**src/rtl/spi_we_table_writer.sv**
```systemverilog
// Read-modify-write AVMM master that sets or clears a chunk range in the SPI filter write-enable table.
// Define SPI_WE_TABLE_WRITER_READBACK_EN to read back and compare every written word.
module spi_we_table_writer #(
    parameter int FLASH_ADDRESS_BITS = 26,
    parameter int CHUNK_BITS         = FLASH_ADDRESS_BITS - 14,
    parameter int AVMM_ADDRESS_BITS  = FLASH_ADDRESS_BITS - 19
) (
    input  logic                         clock,
    input  logic                         i_reset,
    input  logic                         i_cmd_valid,
    output logic                         o_cmd_ready,
    input  logic [CHUNK_BITS-1:0]        i_cmd_first_chunk,
    input  logic [CHUNK_BITS-1:0]        i_cmd_last_chunk,
    input  logic                         i_cmd_set,
    output logic                         o_busy,
    output logic                         o_done,
    output logic                         o_error,
    output logic [AVMM_ADDRESS_BITS-1:0] o_avmm_address,
    output logic                         o_avmm_read,
    output logic                         o_avmm_write,
    output logic [31:0]                  o_avmm_writedata,
    input  logic [31:0]                  i_avmm_readdata,
    input  logic                         i_avmm_readdatavalid,
    input  logic                         i_avmm_waitrequest
);
    // state       | meaning
    // IDLE        | waiting for a command, o_cmd_ready high
    // RANGE_CHECK | validate range, build the mask of the current word
    // READ        | read strobe for the current word
    // READ_WAIT   | waiting for read data
    // WRITE       | write strobe carrying the merged word
    // VERIFY      | readback strobe (readback build only)
    // VERIFY_WAIT | compare readback data (readback build only)
    // DONE        | one-cycle completion pulse
    typedef enum logic [2:0] {
        IDLE,
        RANGE_CHECK,
        READ,
        READ_WAIT,
        WRITE,
`ifdef SPI_WE_TABLE_WRITER_READBACK_EN
        VERIFY,
        VERIFY_WAIT,
`endif
        DONE
    } state_t;

    state_t state, state_next;

    logic [CHUNK_BITS-1:0]        first_q, last_q;
    logic                         set_q;
    logic [AVMM_ADDRESS_BITS-1:0] word_q;
    logic [31:0]                  wdata_q;
    logic                         error_q, read_q, write_q;

    logic [4:0]  lo, hi;
    logic [31:0] mask;
    logic        range_bad, at_last;

    always_comb begin
        lo        = (word_q == first_q[CHUNK_BITS-1:5]) ? first_q[4:0] : 5'd0;
        hi        = (word_q == last_q[CHUNK_BITS-1:5])  ? last_q[4:0]  : 5'd31;
        mask      = (32'hFFFF_FFFF << lo) & (32'hFFFF_FFFF >> (5'd31 - hi));
        range_bad = first_q > last_q;
        at_last   = word_q == last_q[CHUNK_BITS-1:5];
    end

    always_ff @(posedge clock or posedge i_reset) begin
        if (i_reset) state <= IDLE;
        else         state <= state_next;
    end

    always_comb begin
        state_next = state;
        case (state)
            IDLE:        if (i_cmd_valid) state_next = RANGE_CHECK;
            RANGE_CHECK: begin
                if (range_bad)                 state_next = DONE;
                else if (mask == 32'hFFFF_FFFF) state_next = WRITE;
                else                            state_next = READ;
            end
            READ:        if (!i_avmm_waitrequest) state_next = READ_WAIT;
            READ_WAIT:   if (i_avmm_readdatavalid) state_next = WRITE;
`ifdef SPI_WE_TABLE_WRITER_READBACK_EN
            WRITE:       if (!i_avmm_waitrequest) state_next = VERIFY;
            VERIFY:      if (!i_avmm_waitrequest) state_next = VERIFY_WAIT;
            VERIFY_WAIT: begin
                if (i_avmm_readdatavalid) begin
                    if (i_avmm_readdata != wdata_q || at_last) state_next = DONE;
                    else                                         state_next = RANGE_CHECK;
                end
            end
`else
            WRITE:       if (!i_avmm_waitrequest) state_next = at_last ? DONE : RANGE_CHECK;
`endif
            DONE:        state_next = IDLE;
            default:     state_next = IDLE;
        endcase
    end

    // Strobes follow the next state so they rise and fall on the same edge as the state change.
    always_ff @(posedge clock or posedge i_reset) begin
        if (i_reset) begin
            first_q <= '0;
            last_q  <= '0;
            set_q   <= 1'b0;
            word_q  <= '0;
            wdata_q <= '0;
            error_q <= 1'b0;
            read_q  <= 1'b0;
            write_q <= 1'b0;
        end else begin
            read_q  <= (state_next == READ);
            write_q <= (state_next == WRITE);
`ifdef SPI_WE_TABLE_WRITER_READBACK_EN
            if (state_next == VERIFY) read_q <= 1'b1;
`endif
            case (state)
                IDLE: begin
                    if (i_cmd_valid) begin
                        first_q <= i_cmd_first_chunk;
                        last_q  <= i_cmd_last_chunk;
                        set_q   <= i_cmd_set;
                        word_q  <= i_cmd_first_chunk[CHUNK_BITS-1:5];
                        error_q <= 1'b0;
                    end
                end
                RANGE_CHECK: begin
                    if (range_bad)                  error_q <= 1'b1;
                    else if (mask == 32'hFFFF_FFFF) wdata_q <= {32{set_q}};
                end
                READ_WAIT: begin
                    if (i_avmm_readdatavalid)
                        wdata_q <= set_q ? (i_avmm_readdata | mask) : (i_avmm_readdata & ~mask);
                end
`ifdef SPI_WE_TABLE_WRITER_READBACK_EN
                VERIFY_WAIT: begin
                    if (i_avmm_readdatavalid) begin
                        if (i_avmm_readdata != wdata_q) error_q <= 1'b1;
                        else if (!at_last)              word_q  <= word_q + AVMM_ADDRESS_BITS'(1);
                    end
                end
`else
                WRITE: begin
                    if (!i_avmm_waitrequest && !at_last) word_q <= word_q + AVMM_ADDRESS_BITS'(1);
                end
`endif
                default: ;
            endcase
        end
    end

    assign o_cmd_ready      = (state == IDLE);
    assign o_busy           = (state != IDLE);
    assign o_done           = (state == DONE);
    assign o_error          = error_q;
    assign o_avmm_address   = word_q;
    assign o_avmm_read      = read_q;
    assign o_avmm_write     = write_q;
    assign o_avmm_writedata = wdata_q;
endmodule

```
**config.mk**
```make
export PLATFORM = sky130hd
export DESIGN_NAME = spi_we_table_writer
export DESIGN_NICKNAME = d
export VERILOG_FILES = /design/src/rtl/spi_we_table_writer.sv
export SDC_FILE = /design/constraint.sdc
export NUM_CORES = 1
export LEC_CHECK = 0
export ABC_AREA = 1
export CELL_PAD_IN_SITES_DETAIL_PLACEMENT = 1
export CELL_PAD_IN_SITES_GLOBAL_PLACEMENT = 1
export CORE_ASPECT_RATIO = 0.8
export CORE_MARGIN = 2
export CORE_UTILIZATION = 32
export DETAILED_ROUTE_END_ITERATION = 6
export PLACE_DENSITY_LB_ADDON = 0.1
export REMOVE_ABC_BUFFERS = 1
export SLEW_MARGIN = 10
export SYNTH_ARGS = -nofsm -noshare
export SYNTH_HDL_FRONTEND = slang
export SYNTH_SLANG_ARGS = --single-unit
```
**constraint.sdc**
```tcl
create_clock -name clock -period 2.15 [get_ports clock]
set_input_delay 0.43 -clock clock [delete_from_list [all_inputs] [get_ports clock]]
set_output_delay 0.43 -clock clock [all_outputs]
set_load 0.005 [all_outputs]
```
; ---- Word-level counts from Yosys, hierarchy flattened
; Cells that the tools add are included.
[word_totals]
out_inout_bits = 45
word_cells = 67
register_bits = 70
[classes]
shifts = 2
reduce_logical = 12
n_bitwise = 4
n_eq_ne = 16
magnitude_cmp = 1
muxes = 21
n_addsub = 2
[ops]
columns = op, count
row1 = $mux 32, 4
row2 = $and 32x32->32, 2
row3 = $pmux 32 s2, 1
row4 = $eq 32x32->1 const B, 1
row5 = $not 32->32, 1
row6 = $or 32x32->32, 1
row7 = $shl 32x5->32 const A, 1
row8 = $shr 32x5->32 const A, 1
row9 = $mux 3, 7
row10 = $pmux 3 s5, 1
row11 = $eq 7x7->1, 2
row12 = $mux 7, 2
row13 = $pmux 7 s2, 1
row14 = $gt 12x12->1, 1
row15 = $ne 2x2->1 const B, 6
row16 = $mux 5, 2
row17 = $eq 3x2->1 const B, 3
row18 = $eq 3x3->1 const B, 3
row19 = $add 7x1->7 const B, 1
row20 = $reduce_and 3->1, 2
row21 = $reduce_bool 2->1, 3
row22 = $sub 5x5->5 const A, 1
row23 = $reduce_and 4->1, 1
row24 = $eq 3x1->1 const B, 1
row25 = other kinds (7), 9

; ---- Logic depth before layout (Yosys ltp)
[depth]
depth_word = 10
ltp_mapped = 21
mapped_depth_nobuf = 18

; ---- Worst setup path after synthesis
; Ideal clock, no wire load.
[synth_path]
path_kind = reg-to-reg
startpoint = register last_q[1]
endpoint = register wdata_q[14], in the netlist o_avmm_writedata[14]
n_path_buf = 3
synth_period_minus_slack_ns = 2.345
path_stages_with_launch = 16
required_time_ns = 2.033
slack_ns = -0.195
arrival_ns = 2.228
setup_time_ns = 0.117
path_cell_list = dfrtp_1 > inv_1 > buf_2 > ha_1 > a21oi_1 > o21ai_0 > nand2_1 > o2111ai_1 > nand3_1 > nand2_1 > nor2_1 > nand2_4 > buf_8 > buf_12 > nand2_2 > nand2_1
[synth_between]
elab_chain_cells = 9
[synth_rtl]
columns = element, line
row1 = "start, declared", 50  ; logic [CHUNK_BITS-1:0] first_q, last_q;
row2 = "start signal, assigned", 122  ; last_q <= i_cmd_last_chunk;
row3 = branches (longest 9 deep; another with $sub 5x5->5), --
row4 = "end signal, assigned", 130  ; else if (mask == 32'hFFFF_FFFF) wdata_q <= {32{set_q}};
row5 = "end signal, assigned", 134  ; wdata_q <= set_q ? (i_avmm_readdata | mask) : (i_avmm_readdata & ~mask);
row6 = "end, declared", 53  ; logic [31:0] wdata_q;
; Parallel ways; which one is timed is not known. The select of a mux whose other input is x is not followed.
; A chain may end at the register's enable or synchronous reset.

; ---- Worst setup path after layout
[layout_path]
startpoint = register word_q[5], in the netlist o_avmm_address[5]
endpoint = register wdata_q[7], in the netlist o_avmm_writedata[7]
[layout_between]
elab_chain_cells = 10
[layout_rtl]
columns = element, line
row1 = "start, declared", 52  ; logic [AVMM_ADDRESS_BITS-1:0] word_q;
row2 = "start signal, assigned", 124  ; word_q <= i_cmd_first_chunk[CHUNK_BITS-1:5];
row3 = "start signal, assigned", 145  ; if (!i_avmm_waitrequest && !at_last) word_q <= word_q + AVMM_ADDRESS_BITS'(1);
row4 = $eq 7x7->1, 62  ; hi = (word_q == last_q[CHUNK_BITS-1:5]) ? last_q[4:0] : 5'd31;
row5 = $mux 5, 62
row6 = $sub 5x5->5, 63  ; mask = (32'hFFFF_FFFF << lo) & (32'hFFFF_FFFF >> (5'd31 - hi));
row7 = $shr 32x5->32, 63
row8 = $and 32x32->32 *, 63
row9 = branches (longest 5 deep; another with $eq 32x32->1), --
; Every way passes the cells marked *. The select of a mux whose other input is x is not followed.

==> metrics.txt <==
H-Tree Level Count 3; Final ANT Viol Nets 0; Slew @ Worst Pin about 0.55 ns; Util after Layout between 50 and 60%; residual DRC count 0; pin count of the biggest net entering global routing 47; worst skew pair latency between 0.3 and 0.4 ns; max frequency between 300 and 400 MHz; setup ws final -0.368 ns; n_diodes 0; Clk pin slew, worst setup/hold paths 0.06 ns; root buffer cell clkbuf_16; vias in the first global route between 5000 and 6000; Sink Count 70; core area roughly 14000 um2; Synth Area per Inst 7.11 um2; Slew headroom between 60% and 70%; post-synthesis register bit count 70; die area approximately 15000 um2; placed insts about 1000; Global Route Usage Sum about a quarter; Hold WS 0.430 ns; DRT iter0 DRCs 220; outcome finished, violations left; vias per cell roughly 5; Slew Viols, Final 0; detailed placement HPWL roughly 14000 um; CTS tree yes; TNS Setup -11.38 ns; Unique masters post-synth between 40 and 50; RSZ-0062 raised after global routing yes; Post-Synthesis Cells 641; initial antenna violation count 0; minimum clock period approximately 2.5 ns; final setup fails 36; most common cell after layout, fill and taps aside nand2_1; Detailed Routing Iterations Pass 1 4; Fin. Hold Viols 0; Die Wd between 100 and 150 um; clk buf depth 2; peak supply drop ~0.87 mV; layout cells sized above 1 between 20 and 30%; Worst setup EP type register; fin cells 1064; Final Wtd Congestion 0.933; Seq/Total Area, Yosys between 30% and 40%; post-layout net count 954; Initial Util 33.2%; Die Ht around 110 um; CP Class reg2reg; arrival time at the worst endpoint roughly 2.7 ns; pre-CTS setup slack -0.823 ns; first-pass GRT wire length around 28000 um; Tcrit/Tclk final 117%; CP startpoint kind register; Hold Path Class in2async; synthesized area 4560 um2; most frequent cells in the layout nand2_1 (161), buf_4 (141), clkdlybuf4s50_1 (106); Post-synth EDFFs 0; Leak about 3.7 nW; grt ovf 0; WL final about 18000 um; post-route clock skew a little over 0.009 ns; wire per inst around 17 um; via count between 5000 and 6000; crit path max fanout 18; cts bufs inserted 9; row count 38; Area Overhead vs Synth 63.4%; pwr/cell area 1460 nW/um2; Async SR Flop Fraction 100%; failing checks setup timing; YS warnings 0; Max-Cap Viols 0; R2R depth 18; top_reg_cell synth dfrtp_1; I/O Pins between 100 and 150; IO buf count roughly 110; worst endpoint required time between 2 and 2.5 ns
## layer usage
layer	part of all wire [%]	vias up	track usage, %	routed length, um
li1	-	2617	-	-
met1	50	2589	35.1	9160
met2	45	115	36.3	8190
met3	4.3	14	4.02	781
met4	0.91	0	5.15	166
met5	0	-	0	0
## worst paths after layout
path	end	slack, ns	from
worst max-delay path	o_avmm_writedata[7]	-0.37	o_avmm_address[5]
worst min-delay path	last_q[1]	0.43	i_reset
worst max register to register	o_avmm_writedata[7]	-0.37	o_avmm_address[5]
worst min register to register	o_avmm_writedata[30]	0.47	o_avmm_writedata[30]
max in group asynchronous	state[0]	1.14	i_reset
min in group clock	o_avmm_writedata[30]	0.47	o_avmm_writedata[30]
## layout make-up
cell class | count | area, um2
fillers | 1667 | 6290
repair buffers | 259 | 2350
well taps | 180 | 225
clock buffers | 9 | 225
inverters | 61 | 231
multi-input cells | 478 | 2590
clock inverters | 7 | 72.6
flip-flops and latches | 70 | 1760
## cell usage after synthesis (9+ instances only)
library cell  count  area [um2]
nor2_1           56         210
o21ai_1          17        85.1
clkbuf_1         19        71.3
o21ai_0          52         260
a21oi_1          51         255
nand3_1          35         175
ha_1             13         163
dfrtp_1          70        1750
nand2_1         176         661
a31oi_1           9        56.3
inv_1            52         195
nand4_1          10        62.6
nand2_2          15        93.8
## kinds of logic after synthesis
family / share of synthesized area [%]
simple gates: 28.4
xor+xnor: 0.576
fa+ha+maj: 3.57
buf+inv: 8.89
mux: 0.741
flops: 38.4
compound gates: 19.4
## worst max-delay path: stages, from the launching register on
cell	delay (ns)
dfrtp_1	0.42
inv_2	0.06
nand2_1	0.06
nand2_1	0.11
nand3_2	0.14
nor2_4	0.06
buf_12	0.14
nand2_2	0.10
buf_4	0.17
nand2_1	0.10
nor2_2	0.16
nand3_1	0.10
nor2_1	0.14
nand2_2	0.10
nand2_4	0.10
nand2_8	0.09
clkbuf_16	0.19
nand2_1	0.05
o21ai_0	0.07
## report_power, final
part,internal [mW],switching (mW),total [mW]
clock network,0.899,0.609,1.51
registers,2.01,0.585,2.59
logic,3.30,3.49,6.80
total,6.21,4.69,10.9
## registers in the layout (all words and copies together) (netlist names)
register	count
o_avmm_address	7
o_avmm_read	1
state	3
o_avmm_write	1
o_error	1
set_q	1
last_q	12
o_avmm_writedata	32
first_q	12
## stage by stage
stage / instance area (um2) / power (mW)
after floorplan: 4380 / 5.24
after global placement: 6690 / 8.20
after detailed placement: 6690 / 8.46
after CTS: 7250 / 10.4
after global routing: 7450 / 11.8
final: 7450 / 10.9
## repair_timing
action                     CTS  global route
cloned                       0             3
setup endpoints to repair   44            45
buffers inserted            19             7
resized for setup           34            26
pin swaps                    9            12
hold buffers                 0             0
No activity file was read; power rests on OpenSTA's default activity.
